==> config.mk <==
export PLATFORM = sky130hd
export DESIGN_NAME = bus_xfer_ctrl
export DESIGN_NICKNAME = d
export VERILOG_FILES = /design/src/rtl/bus_xfer_ctrl.sv
export SDC_FILE = /design/constraint.sdc
export NUM_CORES = 1
export LEC_CHECK = 0
export BUFFER_PORTS_ARGS = -buffer_cell sky130_fd_sc_hd__buf_2
export CORE_UTILIZATION = 30
export CTS_BUF_LIST = sky130_fd_sc_hd__clkbuf_2
export CTS_CLUSTER_SIZE = 8
export DETAILED_ROUTE_END_ITERATION = 7
export MAX_ROUTING_LAYER = met4
export SLEW_MARGIN = 10
export SYNTH_ARGS = -nofsm -noshare
export SYNTH_HDL_FRONTEND = slang
export SYNTH_SLANG_ARGS = --single-unit
export TNS_END_PERCENT = 30
==> constraint.sdc <==
create_clock -name clk -period 1.8 [get_ports clk]
set_input_delay 0.45 -clock clk [delete_from_list [all_inputs] [get_ports clk]]
set_output_delay 0.45 -clock clk [all_outputs]
set_load 0.005 [all_outputs]
==> src/rtl/bus_xfer_ctrl.sv <==
// rtl/bus_xfer_ctrl.sv - register-bus transfer sequencer (MOV / LOAD / SWAP via scratch register)
module bus_xfer_ctrl #(
    parameter int NREG    = 4,
    parameter int WIDTH   = 4,
    parameter int TMP_IDX = NREG - 1
) (
    input  logic             clk,
    input  logic             rst,
    input  logic             cmd_valid,
    output logic             cmd_ready,
    input  logic [1:0]       cmd_op,
    input  logic [2:0]       cmd_src,
    input  logic [2:0]       cmd_dst,
    input  logic [WIDTH-1:0] cmd_data,
    output logic [NREG-1:0]  Rout,
    output logic [NREG-1:0]  Rin,
    output logic             ext_oe,
    output logic [WIDTH-1:0] ext_data,
    output logic             done,
    output logic             err
);

    localparam logic [1:0] OP_MOV  = 2'd0;
    localparam logic [1:0] OP_SWAP = 2'd1;
    localparam logic [1:0] OP_LOAD = 2'd2;
    localparam logic [2:0] TMP     = 3'(TMP_IDX);

    typedef enum logic [2:0] {S_IDLE, S_MOV, S_LD, S_SW1, S_SW2, S_SW3} state_t;

    state_t     state;
    logic [2:0] src_q;
    logic [2:0] dst_q;

    logic src_ok;
    logic dst_ok;
    logic same;
    logic touches_tmp;

    function automatic logic [NREG-1:0] onehot(input logic [2:0] idx);
        onehot = NREG'(1) << idx;
    endfunction

    assign src_ok      = 32'(cmd_src) < NREG;
    assign dst_ok      = 32'(cmd_dst) < NREG;
    assign same        = cmd_src == cmd_dst;
    assign touches_tmp = (cmd_src == TMP) || (cmd_dst == TMP);

    // Readiness follows rst directly so nothing can be accepted while reset is held.
    assign cmd_ready = (state == S_IDLE) && rst;

    always_ff @(posedge clk) begin
        if (!rst) begin
            state    <= S_IDLE;
            src_q    <= '0;
            dst_q    <= '0;
            Rout     <= '0;
            Rin      <= '0;
            ext_oe   <= 1'b0;
            ext_data <= '0;
            done     <= 1'b0;
            err      <= 1'b0;
        end else begin
            Rout   <= '0;
            Rin    <= '0;
            ext_oe <= 1'b0;
            done   <= 1'b0;
            err    <= 1'b0;
            case (state)
                S_IDLE: begin
                    if (cmd_valid) begin
                        src_q <= cmd_src;
                        dst_q <= cmd_dst;
                        case (cmd_op)
                            OP_MOV: begin
                                if (!src_ok || !dst_ok) begin
                                    err <= 1'b1;
                                end else if (same) begin
                                    done <= 1'b1;
                                end else begin
                                    state <= S_MOV;
                                    Rout  <= onehot(cmd_src);
                                    Rin   <= onehot(cmd_dst);
                                end
                            end
                            OP_SWAP: begin
                                if (!src_ok || !dst_ok || touches_tmp) begin
                                    err <= 1'b1;
                                end else if (same) begin
                                    done <= 1'b1;
                                end else begin
                                    state <= S_SW1;
                                    Rout  <= onehot(cmd_src);
                                    Rin   <= onehot(TMP);
                                end
                            end
                            OP_LOAD: begin
                                if (!dst_ok) begin
                                    err <= 1'b1;
                                end else begin
                                    state    <= S_LD;
                                    ext_oe   <= 1'b1;
                                    ext_data <= cmd_data;
                                    Rin      <= onehot(cmd_dst);
                                end
                            end
                            default: err <= 1'b1;
                        endcase
                    end
                end
                S_MOV, S_LD, S_SW3: begin
                    state <= S_IDLE;
                    done  <= 1'b1;
                end
                S_SW1: begin
                    state <= S_SW2;
                    Rout  <= onehot(dst_q);
                    Rin   <= onehot(src_q);
                end
                S_SW2: begin
                    state <= S_SW3;
                    Rout  <= onehot(TMP);
                    Rin   <= onehot(dst_q);
                end
                default: state <= S_IDLE;
            endcase
        end
    end

endmodule
# --- Word level (Yosys, flattened, before mapping) ---
# Cells that the tools add are included.
totals:
  regBits: 24
  latchBits: 0
  ram_bits: 0
  rom_bits: 0
  in_bits: 15
  out_inout_bits: 16
  n_memories: 0
op_classes:
  addsub: 0
  multipliers: 0
  div: 0
  order_cmp: 2
  eq_ne: 17
  n_shift: 4
  n_mux: 33
  bitwise: 0
  reduce_logical: 14
op_table:
  columns: ["cell", "n"]
  rows:
  - ["2-to-1 mux 4 bit", 10]
  - ["case mux 4 bit (3 select lines)", 3]
  - ["2-to-1 mux 3 bit", 6]
  - ["case mux 3 bit (3 select lines)", 2]
  - ["left shift 1 x 3 -> 4 bit (first input constant)", 4]
  - ["inequality test 3 bit (second input constant)", 5]
  - ["== test 3 x 2 -> 1 bit (second input constant)", 4]
  - ["2-to-1 mux 1 bit", 8]
  - ["case mux 4 bit (2 select lines)", 1]
  - ["AND reduction 4 bit", 2]
  - ["AND reduction 7 bit", 1]
  - ["== test 3 bit (second input constant)", 2]
  - ["less-than comparator 3 bit (second input constant)", 2]
  - ["inequality test 4 x 1 -> 1 bit (second input constant)", 1]
  - ["case mux 1 bit (2 select lines)", 2]
  - ["== test 3 x 1 -> 1 bit (second input constant)", 1]
  - ["== test 3 bit", 1]
  - ["logical NOT 3 bit", 1]
  - ["logical OR 1 bit", 3]
  - ["case mux 1 bit (3 select lines)", 1]
  - ["AND reduction 3 bit", 1]
  - ["OR reduction 3 bit", 1]
  - ["== test 2 x 1 -> 1 bit (second input constant)", 1]
  - ["== test 2 bit (second input constant)", 1]
  - ["other kinds (5)", 6]

# --- Logic depth before layout (Yosys ltp) ---
# Gate-level depths: netlist (run 1).
depth:
  ltp_word: 8
  mapped_depth: 6
  mapped_depth_nobuf: 6

# --- Worst setup path before layout (run 1) ---
# OpenSTA, ideal clock, no wires.
synth_timing:
  path_kind: "input-to-reg"
  startpoint: "in cmd_op[0]"
  endpoint: "reg state[0]"
  setup_ns: 0.069
  arrival_ns: 1.654
  t_required_ns: 1.731
  slack_ns: 0.077
  path_stages: 6
  path_buffers: 0
  cell_sequence: "inv_1 ha_1 nor2_1 a2bb2oi_1 or4bb_1 o21ai_1"
synth_via:
  elab_chain_len: 4
synth_rtl:
  columns: ["item", "line", "source"]
  rows:
  - ["start, declared", "11", "input logic [1:0] cmd_op,"]
  - ["== test 2 bit, or another cell as far along", "73", "case (cmd_op)"]
  - ["case mux 3 bit (3 select lines)", "73", null]
  - ["2-to-1 mux 3 bit", "70", "if (cmd_valid) begin"]
  - ["case mux 3 bit (3 select lines)", "68", "case (state)"]
  - ["end signal, assigned", "80", "state <= S_MOV;"]
  - ["end signal, assigned", "91", "state <= S_SW1;"]
  - ["end signal, assigned", "100", "state <= S_LD;"]
  - ["end, declared", "30", "state_t state;"]
# Several ways; a longest one is shown, not always the timed one. The select of a mux whose other input is x is not followed.
# A chain may end at the register's enable or synchronous reset.

# --- Worst setup path in the final report (run 1) ---
layout_timing:
  startpoint: "reg state[0]"
  endpoint: "out cmd_ready"
layout_via:
  elab_chain_len: 2
layout_rtl:
  columns: ["item", "line", "source"]
  rows:
  - ["start signal, assigned", "53", "state <= S_IDLE;"]
  - ["start signal, assigned", "80", null]
  - ["start signal, assigned", "91", null]
  - ["logical NOT 3 bit", "49", "assign cmd_ready = (state == S_IDLE) && rst;"]
  - ["logical AND 1 bit", "49", null]
  - ["end, declared", "10", "output logic cmd_ready,"]
# No other way between the ends.

==> results of run 1 <==
## sequential cells by signal (all words and copies together), names as in the netlist
name and flops:
src_q 3, ext_data 4, Rin 4, Rout 4, err 1, dst_q 3
state 3, done 1, ext_oe 1
## routing by layer
metal / wire length [um] / GRT usage / vias to the layer above
met5: 0 / - / -
met4: 47 / 0.04521 / 0
met3: 179 / 0.03767 / 6
met2: 1426 / 0.2538 / 46
met1: 1419 / 0.1759 / 538
li1: - / - / 622
## through the flow
stage / hold WS (ns) / worst slack [ns] / setup TNS [ns]
final: 0.3459 / 0.1637 / 0
after global routing: 0.3009 / 0.03679 / 0
after CTS: 0.3175 / 0.02352 / 0
after detailed placement: 0.4874 / -0.04684 / -0.04684
after global placement: 0.4848 / 0.005113 / 0
after floorplan: 0.4760 / 0.07718 / 0
## path summary, 6_finish.rpt
path | from | end | slack, ns | cells past startpoint
max | state[0] | cmd_ready | 0.16 | 4
min | cmd_data[2] | ext_data[2] | 0.35 | 3
max reg2reg | state[0] | Rin[1] | 0.25 | 5
min reg2reg | ext_data[0] | ext_data[0] | 0.53 | 2
## power breakdown
part / switching [mW] / total (mW) / internal (mW) / leakage (nW)
clock: 0.147 / 0.192 / 0.0454 / 0.0125
sequential: 0.0149 / 0.564 / 0.549 / 0.195
combinational: 0.107 / 0.207 / 0.0992 / 0.590
## critical path: stages (launching register included)
cell                      delay, ns
sky130_fd_sc_hd__dfxtp_2       0.40
sky130_fd_sc_hd__nor2_2        0.19
sky130_fd_sc_hd__nand2_1       0.09
sky130_fd_sc_hd__nor2_1        0.08
sky130_fd_sc_hd__buf_2         0.11
## cells by family after synthesis
logic type               Yosys count
AND/OR/NAND/NOR                   62
AO/OA/AOI/OAI                     26
flip-flops                        24
buffers and inverters             13
multiplexers                      10
adder cells (fa/ha/maj)            6
XOR/XNOR                           2
## Yosys cell counts (2+ instances only)
library cell               number  area share
sky130_fd_sc_hd__dfxtp_1       24        0.38
sky130_fd_sc_hd__nor2_1        20       0.059
sky130_fd_sc_hd__inv_1         10       0.030
sky130_fd_sc_hd__mux2i_1       10       0.079
sky130_fd_sc_hd__nand2_1        9       0.027
sky130_fd_sc_hd__nor3_1         7       0.028
sky130_fd_sc_hd__a21oi_1        6       0.024
sky130_fd_sc_hd__ha_1           6       0.059
sky130_fd_sc_hd__nand3_1        4       0.016
sky130_fd_sc_hd__nand3b_1       4       0.024
sky130_fd_sc_hd__a22o_1         2       0.014
sky130_fd_sc_hd__a31oi_1        2      0.0098
sky130_fd_sc_hd__and3b_1        2       0.014
sky130_fd_sc_hd__nand4_1        2      0.0098
sky130_fd_sc_hd__nor2b_1        2      0.0098
sky130_fd_sc_hd__nor4_1         2      0.0098
sky130_fd_sc_hd__o21ai_1        2      0.0079
sky130_fd_sc_hd__o22ai_1        2      0.0098
## layout make-up
| cell class | count | share of cell area |
|---|---|---|
| clock buffer | 3 | 0.009105 |
| inverter | 10 | 0.02276 |
| multi-input combinational | 106 | 0.4514 |
| sequential | 24 | 0.2921 |
| tap | 50 | 0.03794 |
| timing repair buffer | 51 | 0.1866 |
## timing repair
item,4_1_cts,5_1_grt
setup endpoints to repair,0,1
hold endpoints to repair,0,0
resized for setup,0,3
==> run_results.csv, run 1 <==
group,metric,value,unit
run_status,outcome,"complete, no violations",
timing,worst_slew_margin_relative_to_its_limit,0.7747,
synth,synth_top_family_by_area,"simple AND/OR/NAND/NOR gates",
synth,postSynthCellCount,143,
route,vias,1212,
timing,timing_worst_slew_pin_value,0.3372,ns
timing,rsz0062_at_grt,"false",
clock_network,cts_num_sinks,24,
route,dr.pass1.iters,4,
cells_and_area,layout-drive-gt1-share,0.3402,
die,die-area,4502,sq um
timing,drv_slew,0,
route,routed_wl,3073,um
timing,skew,0.001611,ns
synth,async_sr_flop_fraction,0,
critical_path,worst-endpoint-required,1.35,ns
critical_path,cp-end-kind,"output pin",
cells_and_area,antenna_cells,0,
clock_network,ctsHoldBuffers,0,
synth,synthXorXnorAreaFrac,0.01969,
cells_and_area,final_common_cell,"sky130_fd_sc_hd__buf_2",
global_routing,grt_start_max_net_pins,13,
clock_network,cts.root.buffer_cell,"sky130_fd_sc_hd__clkbuf_2",
route,detail_route.iter0.violations,74,
power,power_leakage,0.7980,nW
placed_design,routabilityCongestion,0.8435,
cells_and_area,finish.instance_area,1649,sq um
global_routing,grt_usage,0.1512,
synth,ys_seq_elements,24,
route,ant_nets,0,
synth,synth_compound_gate_area_share,0.1486,
global_routing,grt_antenna_before_repair,0,
critical_path,worstSetupStartpointType,"flip-flop",
timing,finalHoldViolations,0,
synth,syn_area,1271,sq um
synth,yosys_warnings,0,
synth,synth.mux.area_fraction,0.07874,
timing,setup_viol,0,
die,pin_count,31,
synth,fraction_of_the_mapped_netlist_area_in_simple_logic_gates,0.2736,
clock_network,clock_insertion_delay_worst_skew,0.32,ns
synth,synth_adder_area_share,0.05906,
route,post_drt_wl_per_cell,12.59,um
critical_path,worst-path-max-fanout,7,
global_routing,via_count_of_the_first_global_routing_pass,1133,
die,placementRows,23,
cells_and_area,fill_cells,413,
synth,ys.flop_type,"sky130_fd_sc_hd__dfxtp_1",
clock_network,tritoncts,"done",
cells_and_area,final_net_count,217,
cells_and_area,flow.area_growth_from_synthesis,29.72,%
timing,fmax,611.1,MHz
cells_and_area,commonest_cells_after_routing_fill_and_taps_aside,"30 x sky130_fd_sc_hd__buf_2, 23 x sky130_fd_sc_hd__dfxtp_1, 21 x sky130_fd_sc_hd__buf_4, 19 x sky130_fd_sc_hd__nor2_1",
power,vdd_drop_max,0.0004465,V
placed_design,place.detailed.instances,241,
synth,yosysSeqAreaShare,0.3780,
placed_design,portBuffers,30,
route,drc,0,
cells_and_area,area_of_the_multi_input_gates,744.5,sq um
synth,unique_masters_post_synth,45,
clock_network,post_cts_buffers,0,
min_path,worst_min_delay_path_category,"primary input to flip-flop",
clock_network,cts_htree_levels,1,
die,initial_utilization,0.3155,
critical_path,critical_path_class,"flip-flop to output pin",
critical_path,critical_path_arrival,1.19,ns
die,placeableCoreArea,4029,sq um
die,dieHeight,67.10,um
die,die_x,67.10,um
global_routing,first_pass_grt_wire_length,4954,um
power,power_total,962.8,uW
cells_and_area,final-instance-count-excl-fill,244,
placed_design,dpl-instance-area,1625,sq um
synth,synth-edff-count,0,
clock_network,cts_made_buffers,3,
run,drv_cap,0,
clock_network,clkSlewWorstSetupHoldPaths,0.20,ns
route,route.detailed.vias_per_inst,4.967,
global_routing,grt.overflow.total,0,
placed_design,place.detailed.hpwl,2482,um
synth,syn-num-nets,164,
timing,finalCriticalPeriod,1.636,ns
synth,post_synth.cell_area_avg,8.890,sq um
power,cellPowerDensity,583.9,nW/um^2
clock_network,clock_tree.buffer_depth,2,
cells_and_area,post-route-util,0.4093,
timing,min_period_over_period,0.9090,
cells_and_area,sequential_cell_area,481.7,sq um
Note: power is estimated with default switching activity, not from simulation.
==> inputs of run 2 (changes only) <==
--- a/config.mk
+++ b/config.mk
@@ -6,11 +6,12 @@
 export NUM_CORES = 1
 export LEC_CHECK = 0
 export BUFFER_PORTS_ARGS = -buffer_cell sky130_fd_sc_hd__buf_2
-export CORE_UTILIZATION = 30
+export CORE_UTILIZATION = 49
 export CTS_BUF_LIST = sky130_fd_sc_hd__clkbuf_2
 export CTS_CLUSTER_SIZE = 8
 export DETAILED_ROUTE_END_ITERATION = 7
 export MAX_ROUTING_LAYER = met4
+export PLACE_DENSITY = 0.77
 export SLEW_MARGIN = 10
 export SYNTH_ARGS = -nofsm -noshare
 export SYNTH_HDL_FRONTEND = slang
==> run_results.csv, run 2 (synthesis gave the netlist of run 1 again) <==
group,metric,value,unit
cells_and_area,flow.area_growth_from_synthesis,24.21,%
global_routing,grt_antenna_before_repair,0,
die,initial_utilization,0.5178,
cells_and_area,largestRegisters,"Rin (4), Rout (4), ext_data (4)",
critical_path,cp-end-kind,"flip-flop",
timing,fin_worst_hold_slack,0.3411,ns
power,cellPowerDensity,611.6,nW/um^2
clock_network,cts_made_buffers,3,
global_routing,grt_usage,0.2420,
global_routing,grt.met3_usage,0.06897,
timing,fmax,600.9,MHz
clock_network,cts_num_sinks,24,
global_routing,grt.overflow.total,0,
placed_design,routabilityCongestion,0.9192,
die,die-area,2802,sq um
cells_and_area,final_net_count,211,
route,detail_route.iter0.violations,45,
clock_network,clock_tree.buffer_depth,2,
route,ant_nets,0,
placed_design,place.detailed.hpwl,2350,um
placed_design,dpl-instance-area,1555,sq um
timing,worst_slew_margin_relative_to_its_limit,0.7262,
power,power_leakage,0.7679,nW
global_routing,via_count_of_the_first_global_routing_pass,1094,
route,vias,1238,
clock_network,clkSlewWorstSetupHoldPaths,0.21,ns
timing,timing_worst_slew_pin_value,0.4054,ns
placed_design,portBuffers,30,
cells_and_area,final_common_cell,"sky130_fd_sc_hd__buf_2",
critical_path,worstSetupStartpointType,"flip-flop",
timing,min_period_over_period,0.9246,
die,placeableCoreArea,2455,sq um
cells_and_area,antenna_cells,0,
route,drc,0,
global_routing,grt_start_max_net_pins,13,
route,routed_wl,2984,um
run,drv_cap,0,
die,pin_count,31,
power,vdd_drop_max,0.0005471,V
power,power_total,965.7,uW
clock_network,tritoncts,"done",
cells_and_area,commonest_cells_after_routing_fill_and_taps_aside,"30 x sky130_fd_sc_hd__buf_2, 23 x sky130_fd_sc_hd__dfxtp_1, 19 x sky130_fd_sc_hd__nor2_1, 15 x sky130_fd_sc_hd__buf_4",
critical_path,critical_path_class,"flip-flop to flip-flop",
timing,rsz0062_at_grt,"false",
timing,setup_viol,0,
die,die_x,52.94,um
min_path,worst_min_delay_path_category,"primary input to flip-flop",
timing,finalCriticalPeriod,1.664,ns
global_routing,met1_use_gr,0.2735,
die,dieHeight,52.94,um
route,route.detailed.vias_per_inst,5.679,
critical_path,critical_path_arrival,1.94,ns
critical_path,worst-endpoint-required,2.08,ns
die,placementRows,18,
clock_network,clock_insertion_delay_worst_skew,0.33,ns
timing,finalHoldViolations,0,
route,post_drt_wl_per_cell,13.69,um
global_routing,first_pass_grt_wire_length,4788,um
cells_and_area,layout-drive-gt1-share,0.3191,
timing,skew,0.005378,ns
global_routing,grt-busiest-layer,"met2",
run_status,outcome,"complete, no violations",
global_routing,routing_usage_on_met2,0.4135,
clock_network,cts_htree_levels,1,
route,dr.pass1.iters,4,
critical_path,worst-path-max-fanout,8,
clock_network,cts.root.buffer_cell,"sky130_fd_sc_hd__clkbuf_2",
critical_path,timing.reg2reg.setup_slack,0.14,ns
cells_and_area,finish.instance_area,1579,sq um
timing,drv_slew,0,
run 2: worst paths after layout:
kind         cells after the start          end         from
max                              5       Rin[0]     state[2]
min                              3  ext_data[3]  cmd_data[3]
max reg2reg                      5       Rin[0]     state[2]
min reg2reg                      2  ext_data[3]  ext_data[3]
run 2: repair_timing:
| action | 4_1_cts | 5_1_grt |
|---|---|---|
| setup buffers | 0 | 0 |
| hold buffers | 0 | 0 |
| endpoints found under the setup margin | 0 | 5 |
| gates resized for setup | 0 | 3 |
run 2: worst max-delay path, stage by stage, from the launching register on:
cell                      delay [ns]
sky130_fd_sc_hd__dfxtp_1        0.42
sky130_fd_sc_hd__nor4b_2        0.30
sky130_fd_sc_hd__buf_4          0.17
sky130_fd_sc_hd__nand2_1        0.10
sky130_fd_sc_hd__or4_4          0.47
sky130_fd_sc_hd__o22ai_1        0.14
run 2: report_power, final:
group / total, mW / internal, mW / switching (mW)
clock: 0.200 / 0.0454 / 0.154
combinational: 0.201 / 0.0927 / 0.108
sequential: 0.565 / 0.549 / 0.0159
total: 0.966 / 0.687 / 0.278
run 2: area by class of cell:
class / count / area (sq um)
timing repair buffer: 45 / 262.8
sequential: 24 / 481.7
inverter: 10 / 37.54
clock buffer: 3 / 15.01
tap: 30 / 37.54
fill: 223 / 875.8
multi-input combinational: 106 / 744.5
run 2: metal layers:
metal  share of wire  vias up
met4           0.019        0
li1                -      606
met2            0.50       50
met3           0.058        6
met1            0.43      576
met5               0        -
run 2: stage by stage:
| step | util | TNS [ns] | std cells | setup slack [ns] |
|---|---|---|---|---|
| final | 0.6432 | 0 | 218 | 0.1357 |
| after global routing | 0.6432 | 0 | 218 | 0.01323 |
| after CTS | 0.6397 | 0 | 218 | 0.03322 |
| after detailed placement | 0.6335 | -0.1069 | 215 | -0.04307 |
| after global placement | 0.6335 | 0 | 215 | 0.02310 |
| after floorplan | - | 0 | 143 | 0.07718 |
